==> src/rtl/step_pacer.sv <==
// Step strobe generator for the one-hot ring: free-run prescaler or debounced single-step.
// Optional STEP_PACER_SYNC_EN adds 2-flop synchronizers on both raw buttons.
module step_pacer #(
    parameter int unsigned CNT_W     = 26,
    parameter int unsigned BASE_DIV  = 1000,
    parameter int unsigned DB_CYCLES = 16,
    parameter int unsigned RING_LEN  = 5
) (
    input  logic                        clk,
    input  logic                        rst,
    input  logic                        ena,
    input  logic [3:0]                  div_sel,
    input  logic                        pause_btn,
    input  logic                        step_btn,
    output logic                        step_pulse,
    output logic [$clog2(RING_LEN)-1:0] phase,
    output logic                        wrap,
    output logic                        running
);

    localparam int unsigned PhW = $clog2(RING_LEN);
    localparam int unsigned DbW = (DB_CYCLES > 1) ? $clog2(DB_CYCLES) : 1;

    typedef enum logic [0:0] {StRun, StPaused} state_e;

    state_e               state_q, state_d;
    logic [CNT_W-1:0]     cnt_q, cnt_d, period_m1;
    logic [PhW-1:0]       phase_q, phase_d;
    logic                 pulse_q, pulse_d;
    logic                 wrap_q, wrap_d;
    logic [3:0]           shadow_q, shadow_d;
    logic [1:0]           btn_raw;
    logic [1:0]           stable_q, stable_d;
    logic [1:0]           press_q, press_d;
    logic [1:0][DbW-1:0]  db_cnt_q, db_cnt_d;
    logic                 pause_ev, step_ev, fire;

    // Bit 0 is the pause button, bit 1 the step button throughout.
`ifdef STEP_PACER_SYNC_EN
    logic [1:0] sync1_q, sync2_q;

    always_ff @(posedge clk) begin
        if (rst) begin
            sync1_q <= '0;
            sync2_q <= '0;
        end else begin
            sync1_q <= {step_btn, pause_btn};
            sync2_q <= sync1_q;
        end
    end

    assign btn_raw = sync2_q;
`else
    assign btn_raw = {step_btn, pause_btn};
`endif

    always_comb begin
        stable_d = stable_q;
        press_d  = '0;
        db_cnt_d = '0;
        for (int i = 0; i < 2; i++) begin
            if (btn_raw[i] != stable_q[i]) begin
                if (db_cnt_q[i] == DbW'(DB_CYCLES - 1)) begin
                    stable_d[i] = btn_raw[i];
                    press_d[i]  = btn_raw[i];
                end else begin
                    db_cnt_d[i] = db_cnt_q[i] + DbW'(1);
                end
            end
        end
    end

    // Presses seen while the tile is disabled are dropped, not deferred.
    assign pause_ev  = press_q[0] & ena;
    assign step_ev   = press_q[1] & ena;
    assign period_m1 = (CNT_W'(BASE_DIV) << shadow_q) - CNT_W'(1);

    always_ff @(posedge clk) begin
        if (rst) begin
            state_q <= StRun;
        end else begin
            state_q <= state_d;
        end
    end

    always_comb begin
        state_d = state_q;
        if (pause_ev) begin
            state_d = (state_q == StRun) ? StPaused : StRun;
        end
    end

    always_comb begin
        running = (state_q == StRun);
    end

    always_comb begin
        cnt_d    = cnt_q;
        shadow_d = shadow_q;
        fire     = 1'b0;
        if (ena) begin
            shadow_d = div_sel;
            if (state_q == StRun) begin
                if (cnt_q == period_m1) begin
                    cnt_d = '0;
                    fire  = 1'b1;
                end else begin
                    cnt_d = cnt_q + CNT_W'(1);
                end
                if (pause_ev) begin
                    cnt_d = '0;
                end
            end else begin
                cnt_d = '0;
                fire  = step_ev & ~pause_ev;
            end
            // A period change restarts the count and swallows this cycle's pulse.
            if (shadow_q != div_sel) begin
                cnt_d = '0;
                fire  = 1'b0;
            end
        end
    end

    always_comb begin
        pulse_d = fire;
        wrap_d  = 1'b0;
        phase_d = phase_q;
        if (fire) begin
            if (phase_q == PhW'(RING_LEN - 1)) begin
                phase_d = '0;
                wrap_d  = 1'b1;
            end else begin
                phase_d = phase_q + PhW'(1);
            end
        end
    end

    always_ff @(posedge clk) begin
        if (rst) begin
            cnt_q    <= '0;
            phase_q  <= '0;
            pulse_q  <= 1'b0;
            wrap_q   <= 1'b0;
            shadow_q <= div_sel;
            stable_q <= '0;
            press_q  <= '0;
            db_cnt_q <= '0;
        end else begin
            cnt_q    <= cnt_d;
            phase_q  <= phase_d;
            pulse_q  <= pulse_d;
            wrap_q   <= wrap_d;
            shadow_q <= shadow_d;
            stable_q <= stable_d;
            press_q  <= press_d;
            db_cnt_q <= db_cnt_d;
        end
    end

    assign step_pulse = pulse_q;
    assign phase      = phase_q;
    assign wrap       = wrap_q;

endmodule

==> config.mk <==
export PLATFORM = sky130hd
export DESIGN_NAME = step_pacer
export DESIGN_NICKNAME = d
export VERILOG_FILES = /design/src/rtl/step_pacer.sv
export SDC_FILE = /design/constraint.sdc
export NUM_CORES = 1
export LEC_CHECK = 0
export ABC_CLOCK_PERIOD_IN_PS = 5150
export CAP_MARGIN = 20
export CORE_MARGIN = 4
export CORE_UTILIZATION = 55
export CTS_CLUSTER_DIAMETER = 50
export DETAILED_ROUTE_END_ITERATION = 12
export PLACE_DENSITY = 0.84
export REMOVE_ABC_BUFFERS = 1
export SYNTH_ARGS = -nofsm -noshare
export SYNTH_HDL_FRONTEND = slang
export SYNTH_SLANG_ARGS = --single-unit
==> constraint.sdc <==
create_clock -name clk -period 5.15 [get_ports clk]
set_input_delay 1.545 -clock clk [delete_from_list [all_inputs] [get_ports clk]]
set_output_delay 1.545 -clock clk [all_outputs]
set_load 0.02 [all_outputs]
# Word-level counts from Yosys, hierarchy flattened
# Index checks and enable logic that the tools add are counted.
# op_classes
addsub	5
eq_ne	7
shift	1
muxes	13
bitwise	10
n_reduce_logical	8
# op_table
cell	n
26-bit two-way mux	4
26-bit by 1-bit adder with 26-bit output (second input constant)	1
26-bit equality test	1
10-bit by 4-bit << shifter with 26-bit output (first input constant)	1
26-bit by 1-bit subtractor with 26-bit output (second input constant)	1
3-bit OR reduction	4
4-bit by 1-bit adder with 4-bit output (second input constant)	2
4-bit equality test (second input constant)	2
4-bit two-way mux	2
1-bit NOT	7
1-bit two-way mux	6
4-bit != test	1
2-bit AND reduction	2
3-bit by 1-bit adder with 3-bit output (second input constant)	1
1-bit AND	3
3-bit equality test (second input constant)	1
3-bit two-way mux	1
1-bit != test	2
2-bit nonzero test	1
2-bit OR reduction	1
# word_totals
reg_bits	48
input_bits	9
output_inout_bits	6
wordCells	56

# Longest topological paths before layout
# Gate-level depths: netlist of run 1.
# depth
depth_word	9
depth_mapped	17
ltp_nobuf	11

# Least setup slack after synthesis of run 1
# OpenSTA, ideal clock, no wires.
# synth_path
kind	flip-flop to flip-flop
start	reg shadow_q[3]
end	reg phase_q[0], in the netlist phase[0]
setup_time_ns	0.116
t_arrival_ns	3.513
t_required_ns	5.034
setup_slack_ns	1.521
stages_incl_launch_ff	16
n_path_buf	5
synth_period_minus_slack_ns	3.629
cell_sequence	edfxtp_1 -> buf_2 -> buf_2 -> buf_1 -> nor2_1 -> nand3_1 -> ha_1 -> buf_2 -> buf_1 -> nor2_1 -> a2111oi_0 -> nand4_1 -> or4_4 -> o21a_1 -> or2_4 -> a31o_1
# synth_between
elab_chain_len	7
elab_cells_between_ends	8
classes_between	1 x add/sub; 2 x eq/ne; 1 x shift; 4 x mux
# synth_lines
item	line	source
from (decl)	31	logic [3:0] shadow_q, shadow_d;
from (signal assigned)	145	shadow_q <= div_sel;
from (signal assigned)	154	shadow_q <= shadow_d;
10-bit by 4-bit << shifter with 26-bit output	76	assign period_m1 = (CNT_W'(BASE_DIV) << shadow_q) - CNT_W'(1);
26-bit by 1-bit subtractor with 26-bit output	76	
26-bit equality test	104	if (cnt_q == period_m1) begin
1-bit two-way mux	104	
1-bit two-way mux	103	if (state_q == StRun) begin
1-bit two-way mux *	118	if (shadow_q != div_sel) begin
1-bit two-way mux *	101	if (ena) begin
to (signal assigned)	151	phase_q <= phase_d;
to (decl)	28	logic [PhW-1:0] phase_q, phase_d;
# Every way passes the cells marked *; elsewhere a longest branch is shown, timed or not.
# A chain may end at the register's enable or synchronous reset.

# Worst setup path in the final report of run 1
# layout_path
start	reg shadow_q[3]
end	reg cnt_q[9]
# layout_between
elab_chain_len	7
elab_cells_between_ends	8
classes_between	1 x add/sub; 2 x eq/ne; 1 x shift; 4 x mux
# layout_lines
item	line	source
10-bit by 4-bit << shifter with 26-bit output	76	
26-bit by 1-bit subtractor with 26-bit output	76	
26-bit equality test	104	
26-bit two-way mux	104	
26-bit two-way mux	110	if (pause_ev) begin
26-bit two-way mux	103	
26-bit two-way mux *	118	
to (signal assigned)	150	cnt_q <= cnt_d;
to (decl)	27	logic [CNT_W-1:0] cnt_q, cnt_d, period_m1;
# Marked as above.

==> results.toml, run 1 <==
[setup_path]
r2r-end = "cnt_q[9]"
reg2reg_from = "shadow_q[3]"
crit_type = "reg2reg"
worst_setup_path_end_kind = "register"
crit_path_end = "cnt_q[9]"
ff2ff_setup_slack_ns = 1.05
crit_cells = 12
critPathMaxStageDelay_ns = 0.68
critPathMaxFanout = 38
startpoint_type = "register"
critPathTopFamily = "compound AO/OA/AOI/OAI gates"
required_ns = 5.35
worstPathArrival_ns = 4.31
path_buf_inv = 1
reg2regPathDepth = 12
slowest_stage = "o211ai_4"
worstPathCellList = "buf_4 > nor2_1 > nand3_1 > ha_1 > nand3b_1 > a31oi_1 > nor3_1 > a211o_1 > or4_4 > o211ai_4 > nor2_1 > a211o_1"
crit_start = "shadow_q[3]"

[logic_synthesis]
syn_area_per_cell_sq_um = 7.70
yosysWarnings = 0
yosysUniqueCellTypes = 63
yosysSeqAreaShare_pct = 31.7
async_flop_share_pct = 0
synth-seq-cells = 48
synth_edf_count = 4
syn_inst = 410
syn_area_sq_um = 3160
synth_top_flop_cell = "dfxtp_1"

[layout]
diodes = 0
layout_commonest_cell = "nand2_1"
final_util_pct = 60.1
num-fill-cells = 501
syn2layout_area_growth_pct = 5.59
layout.cells.non_filler = 472
final_cell_mix = "nand2_1 (45), dfxtp_1 (44), nor2_1 (42)"
drive_above_1_share_pct = 5.75
nets = 414

[floorplanning]
core_area_sq_um = 5540
pin_count = 15
die_area_sq_um = 7010
initial_core_util_pct = 57.0
dieWidth_um = 83.7
rows = 27
fp.dieH_um = 83.7

[power_and_ir_drop]
pwr_density_cell_nw_per_um2 = 221
power.leakage_nw = 1.17
peakVddDrop_v = 0.000123
total_power_mw = 0.736

[timing]
fin_hold_ws_ns = 0.451
tightest_slew_ns = 0.824
rsz0062_at_grt = "no"
setup_viol = 0
timing.final.hold_violations = 0
slew_viol_final = 0
min_period_ns = 4.10
min_period_over_period_pct = 79.7
fin_tns_setup_ns = 0
worst_clock_skew_ns = 0.00842
slew_headroom_pct = 44.8
fmax_mhz = 244

[grt]
grt_pass1_wl_mm = 12.5
grt_max_degree = 39
antenna_found_initial = 0
overflow = 0
grt_pass1_vias = 2672
track_usage_pct = 21.1

[routing]
drt-total-wl_mm = 7.31
first_pass_iters = 6
vias_per_cell = 6.30
drt-initial-drc-count = 408
wire_per_inst_um = 15.5
num_vias = 2974
drcViolationCount = 0
ant_nets = 0

[clocking]
clock_latency_ns = 0.31
clockBufferDepth = 2
cts-resized-gates = 0
postCtsSetupRepairBufs = 0
path_clk_slew_ns = 0.09
cts_tree = "done"
holdBufCountCts = 0
cts_made_buffers = 5
cts_htree_levels = 2
cts-root-buf = "clkbuf_8"
clkSinkCount = 48

[placement]
hpwlAfterDp_mm = 4.97
dp.cells = 464
port_buffers = 14
gp_congestion = 0.954

[flow_run]
maxCapViolations = 0

[status]
outcome = "finished, final reports clean"

[worst_hold_path]
holdCritPathClass = "reg2reg"
holdPathStages = 1
how the worst min path moves through the flow:
| stage | start | to | slack, ns |
|---|---|---|---|
| after global routing | db_cnt_q[0] | db_cnt_q[0] | 0.47 |
| after detailed placement | db_cnt_q[4] | db_cnt_q[4] | 0.44 |
| final | db_cnt_q[0] | db_cnt_q[0] | 0.45 |
| after floorplan | db_cnt_q[0] | db_cnt_q[0] | 0.42 |
| after CTS | db_cnt_q[0] | db_cnt_q[0] | 0.46 |
| after global placement | db_cnt_q[4] | db_cnt_q[4] | 0.43 |
sequential cells by signal (all words and copies together) (netlist names):
register	cells
step_pulse	1
db_cnt_q	8
state_q	1
shadow_q	4
stable_q	2
cnt_q	26
press_q	2
wrap	1
phase	3
metrics by stage:
stage | area [sq um] | setup WS (ns)
after global routing | 3330 | 0.779
after global placement | 3250 | 1.31
final | 3330 | 1.05
after detailed placement | 3250 | 1.11
after CTS | 3330 | 1.08
after floorplan | 2980 | 1.21
synth_stat cells, types with 7 or more instances:
cell	n	share of area [%]
xnor2_1	13	3.6
inv_1	13	1.5
nand4_1	7	1.4
nor3_1	20	3.2
buf_2	9	1.4
o21ai_0	26	4.1
nand3_1	22	3.5
clkbuf_1	19	2.3
xor2_1	13	3.6
or3_1	7	1.4
a21oi_1	8	1.3
o211ai_1	7	1.7
nand2_1	45	5.4
dfxtp_1	44	28
nor2_1	42	5.0
report_power, final:
part / total, mW / switching (mW) / internal [mW]
combinational: 0.125 / 0.0793 / 0.0460
clock: 0.227 / 0.132 / 0.0952
sequential: 0.383 / 0.00236 / 0.381
total: 0.736 / 0.214 / 0.522
routing by layer:
metal / GRT usage [%] / vias to the layer above / routed length [um]
li1: - / 1445 / -
met1: 28.6 / 1368 / 3310
met2: 33.6 / 137 / 3360
met3: 3.36 / 24 / 474
met4: 7.89 / 0 / 168
met5: 0 / - / 0
kinds of logic (layout without fill, tap and decap cells):
logic type,after synthesis,after routing,synth area share (%)
AOI/OAI and AO/OA,93,93,21.3
xor gates and xnor gates,26,26,7.22
adders and majority gates,6,6,2.38
buffers and inverters,50,40,7.14
DFF,48,48,31.7
muxes,6,6,1.98
and+or+nand+nor,181,181,28.2
cell type report:
type | instances | area, sq um | area share [%]
Clock buffer | 6 | 72.6 | 2.18
Clock inverter | 2 | 12.5 | 0.376
Inverter | 13 | 48.8 | 1.46
Multi-Input combinational cell | 312 | 1930 | 57.9
Sequential cell | 48 | 1000 | 30.0
Tap cell | 72 | 90.1 | 2.70
Timing Repair Buffer | 19 | 178 | 5.33
Power figures use the tool's default switching activity.
==> inputs of run 2 (changes only) <==
- ABC_CLOCK_PERIOD_IN_PS: 5150 -> 3300
- PLACE_DENSITY: 0.84 -> 0.87
- clock period: 5.15 -> 3.3 ns (I/O delays scaled with it)
==> run 2 against run 1 <==
Register-to-register slack worse by 0.88 ns. Sequential share of layout area is 0.97 points lower. Setup slack worse by 0.88 ns. Global-route usage is 0.35 points higher. Routed wire length is 2.8% higher. Clock skew is 0.0036 ns higher. Critical path depth is 2 lower. Largest power group unchanged.
==> results.toml, run 2 (synthesis gave the netlist of run 1 again) <==
[layout]
largest_reg_flops = 26
final_cell_mix = "nand2_1 (45), dfxtp_1 (44), nor2_1 (42)"
layout_commonest_cell = "nand2_1"
syn2layout_area_growth_pct = 9.12
multiInputGateArea_sq_um = 1950
final_area_sq_um = 3440
nets = 424
diodes = 0
num-fill-cells = 456
final-seq-area_sq_um = 1000
regMostFlops = "cnt_q"
drive_above_1_share_pct = 8.78
top_regs = "cnt_q (26), db_cnt_q (8), shadow_q (4)"

[routing]
drt-initial-drc-count = 311
ant_nets = 0
drt-total-wl_mm = 7.52
vias_per_cell = 6.36
drcViolationCount = 0
wire_per_inst_um = 15.6
num_vias = 3065
first_pass_iters = 6

[setup_path]
critPathMaxStageDelay_ns = 0.57
required_ns = 3.49
crit_type = "reg2reg"
worstPathArrival_ns = 3.32
ff2ff_setup_slack_ns = 0.17
path_buf_inv = 2
startpoint_type = "register"
slowest_stage = "or4_4"
critPathMaxFanout = 34
critPathTopFamily = "simple AND/OR/NAND/NOR gates"
reg2regPathDepth = 10
reg2reg_from = "shadow_q[2]"
worstPathCellList = "buf_4 > nand2_1 > a21oi_2 > nor4_1 > or4_1 > or4_4 > o211ai_4 > buf_12 > nor2_1 > a211o_1"
r2r-end = "cnt_q[9]"
worst_setup_path_end_kind = "register"

[clocking]
path_clk_slew_ns = 0.09
postCtsSetupRepairBufs = 0
cts_tree = "done"
clockBufferDepth = 2
cts-resized-gates = 0
cts_htree_levels = 2
holdBufCountCts = 0
cts_made_buffers = 5
cts-root-buf = "clkbuf_8"
clkSinkCount = 48
clock_latency_ns = 0.30

[grt]
track_usage_pct = 21.4
overflow = 0
grt_pass1_vias = 2768
grt_pass1_wl_mm = 12.6
grt_max_degree = 35
antenna_found_initial = 0

[timing]
slew_headroom_pct = 71.9
setup_viol = 0
fmax_mhz = 319
min_period_over_period_pct = 94.9
min_period_ns = 3.13
timing.final.hold_violations = 0
worst_clock_skew_ns = 0.0120
slew_viol_final = 0
tightest_slew_ns = 0.421

[floorplanning]
die_area_sq_um = 7010
fp.dieH_um = 83.7
dieWidth_um = 83.7
pin_count = 15
initial_core_util_pct = 57.0
core_area_sq_um = 5540
rows = 27

[power_and_ir_drop]
p_switching_mw = 0.330
sw_frac_of_total_pct = 28.4
power.leakage_nw = 1.23
clkPwrFrac_pct = 29.6
peakVddDrop_v = 0.000216
power.internal_mw = 0.831
pwr-share-comb_pct = 18.7
pwr-share-seq_pct = 51.7
total_power_mw = 1.16
pwr_density_cell_nw_per_um2 = 337

[placement]
gp_congestion = 0.970
port_buffers = 14
hpwlAfterDp_mm = 5.20
dpl-instance-area_sq_um = 3330

[worst_hold_path]
holdPathEnd = "db_cnt_q[4]"
holdPathStages = 1
hp-start = "db_cnt_q[4]"
holdCritPathClass = "reg2reg"

[flow_run]
maxCapViolations = 0

[status]
outcome = "finished, final reports clean"
-- run 2: power by group through the flow --
stage	registers (mW)	logic [mW]	clock network, mW
finish	0.600	0.217	0.343
global route	0.601	0.237	0.378
CTS	0.600	0.205	0.355
detailed placement	0.613	0.203	0
global placement	0.613	0.197	0
floorplan	0.636	0.107	0
-- run 2: layer usage --
layer  GRT usage (%)  share of wire (%)
met3            2.76                6.4
met4            9.36                2.9
met5               0                  0
met2            35.6                 48
met1            27.7                 43
-- run 2: how the worst max path moves through the flow --
stage                 from         to  slack [ns]  cells after the start
2_1_floorplan  shadow_q[2]  cnt_q[19]       -0.64                     10
3_3_place_gp   shadow_q[1]  cnt_q[23]        0.10                     12
3_5_place_dp   shadow_q[1]   phase[0]        0.09                     12
4_1_cts        shadow_q[1]   cnt_q[9]        0.07                     11
5_1_grt        shadow_q[1]   cnt_q[9]       -0.02                     13
6_report       shadow_q[2]   cnt_q[9]        0.17                     10
-- run 2: final cells by class --
| type | count | share of cell area, % |
|---|---|---|
| clock inverters | 3 | 0.509 |
| repair buffers | 29 | 7.70 |
| flip-flops and latches | 48 | 29.1 |
| clock buffers | 5 | 2.00 |
| well taps | 72 | 2.62 |
| multi-input cells | 312 | 56.7 |
| inverters | 13 | 1.42 |
-- run 2: stage by stage --
step / worst slack, ns / utilization (%) / setup TNS, ns / std cells / hold slack (ns)
floorplan: -0.636 / - / -15.44 / 373 / 0.418
global placement: 0.102 / 60.2 / 0 / 474 / 0.435
global route: -0.0230 / 62.2 / -0.0699 / 482 / 0.472
detailed placement: 0.0946 / 60.2 / 0 / 474 / 0.440
CTS: 0.0673 / 61.7 / 0 / 482 / 0.454
finish: 0.168 / 62.2 / 0 / 482 / 0.453
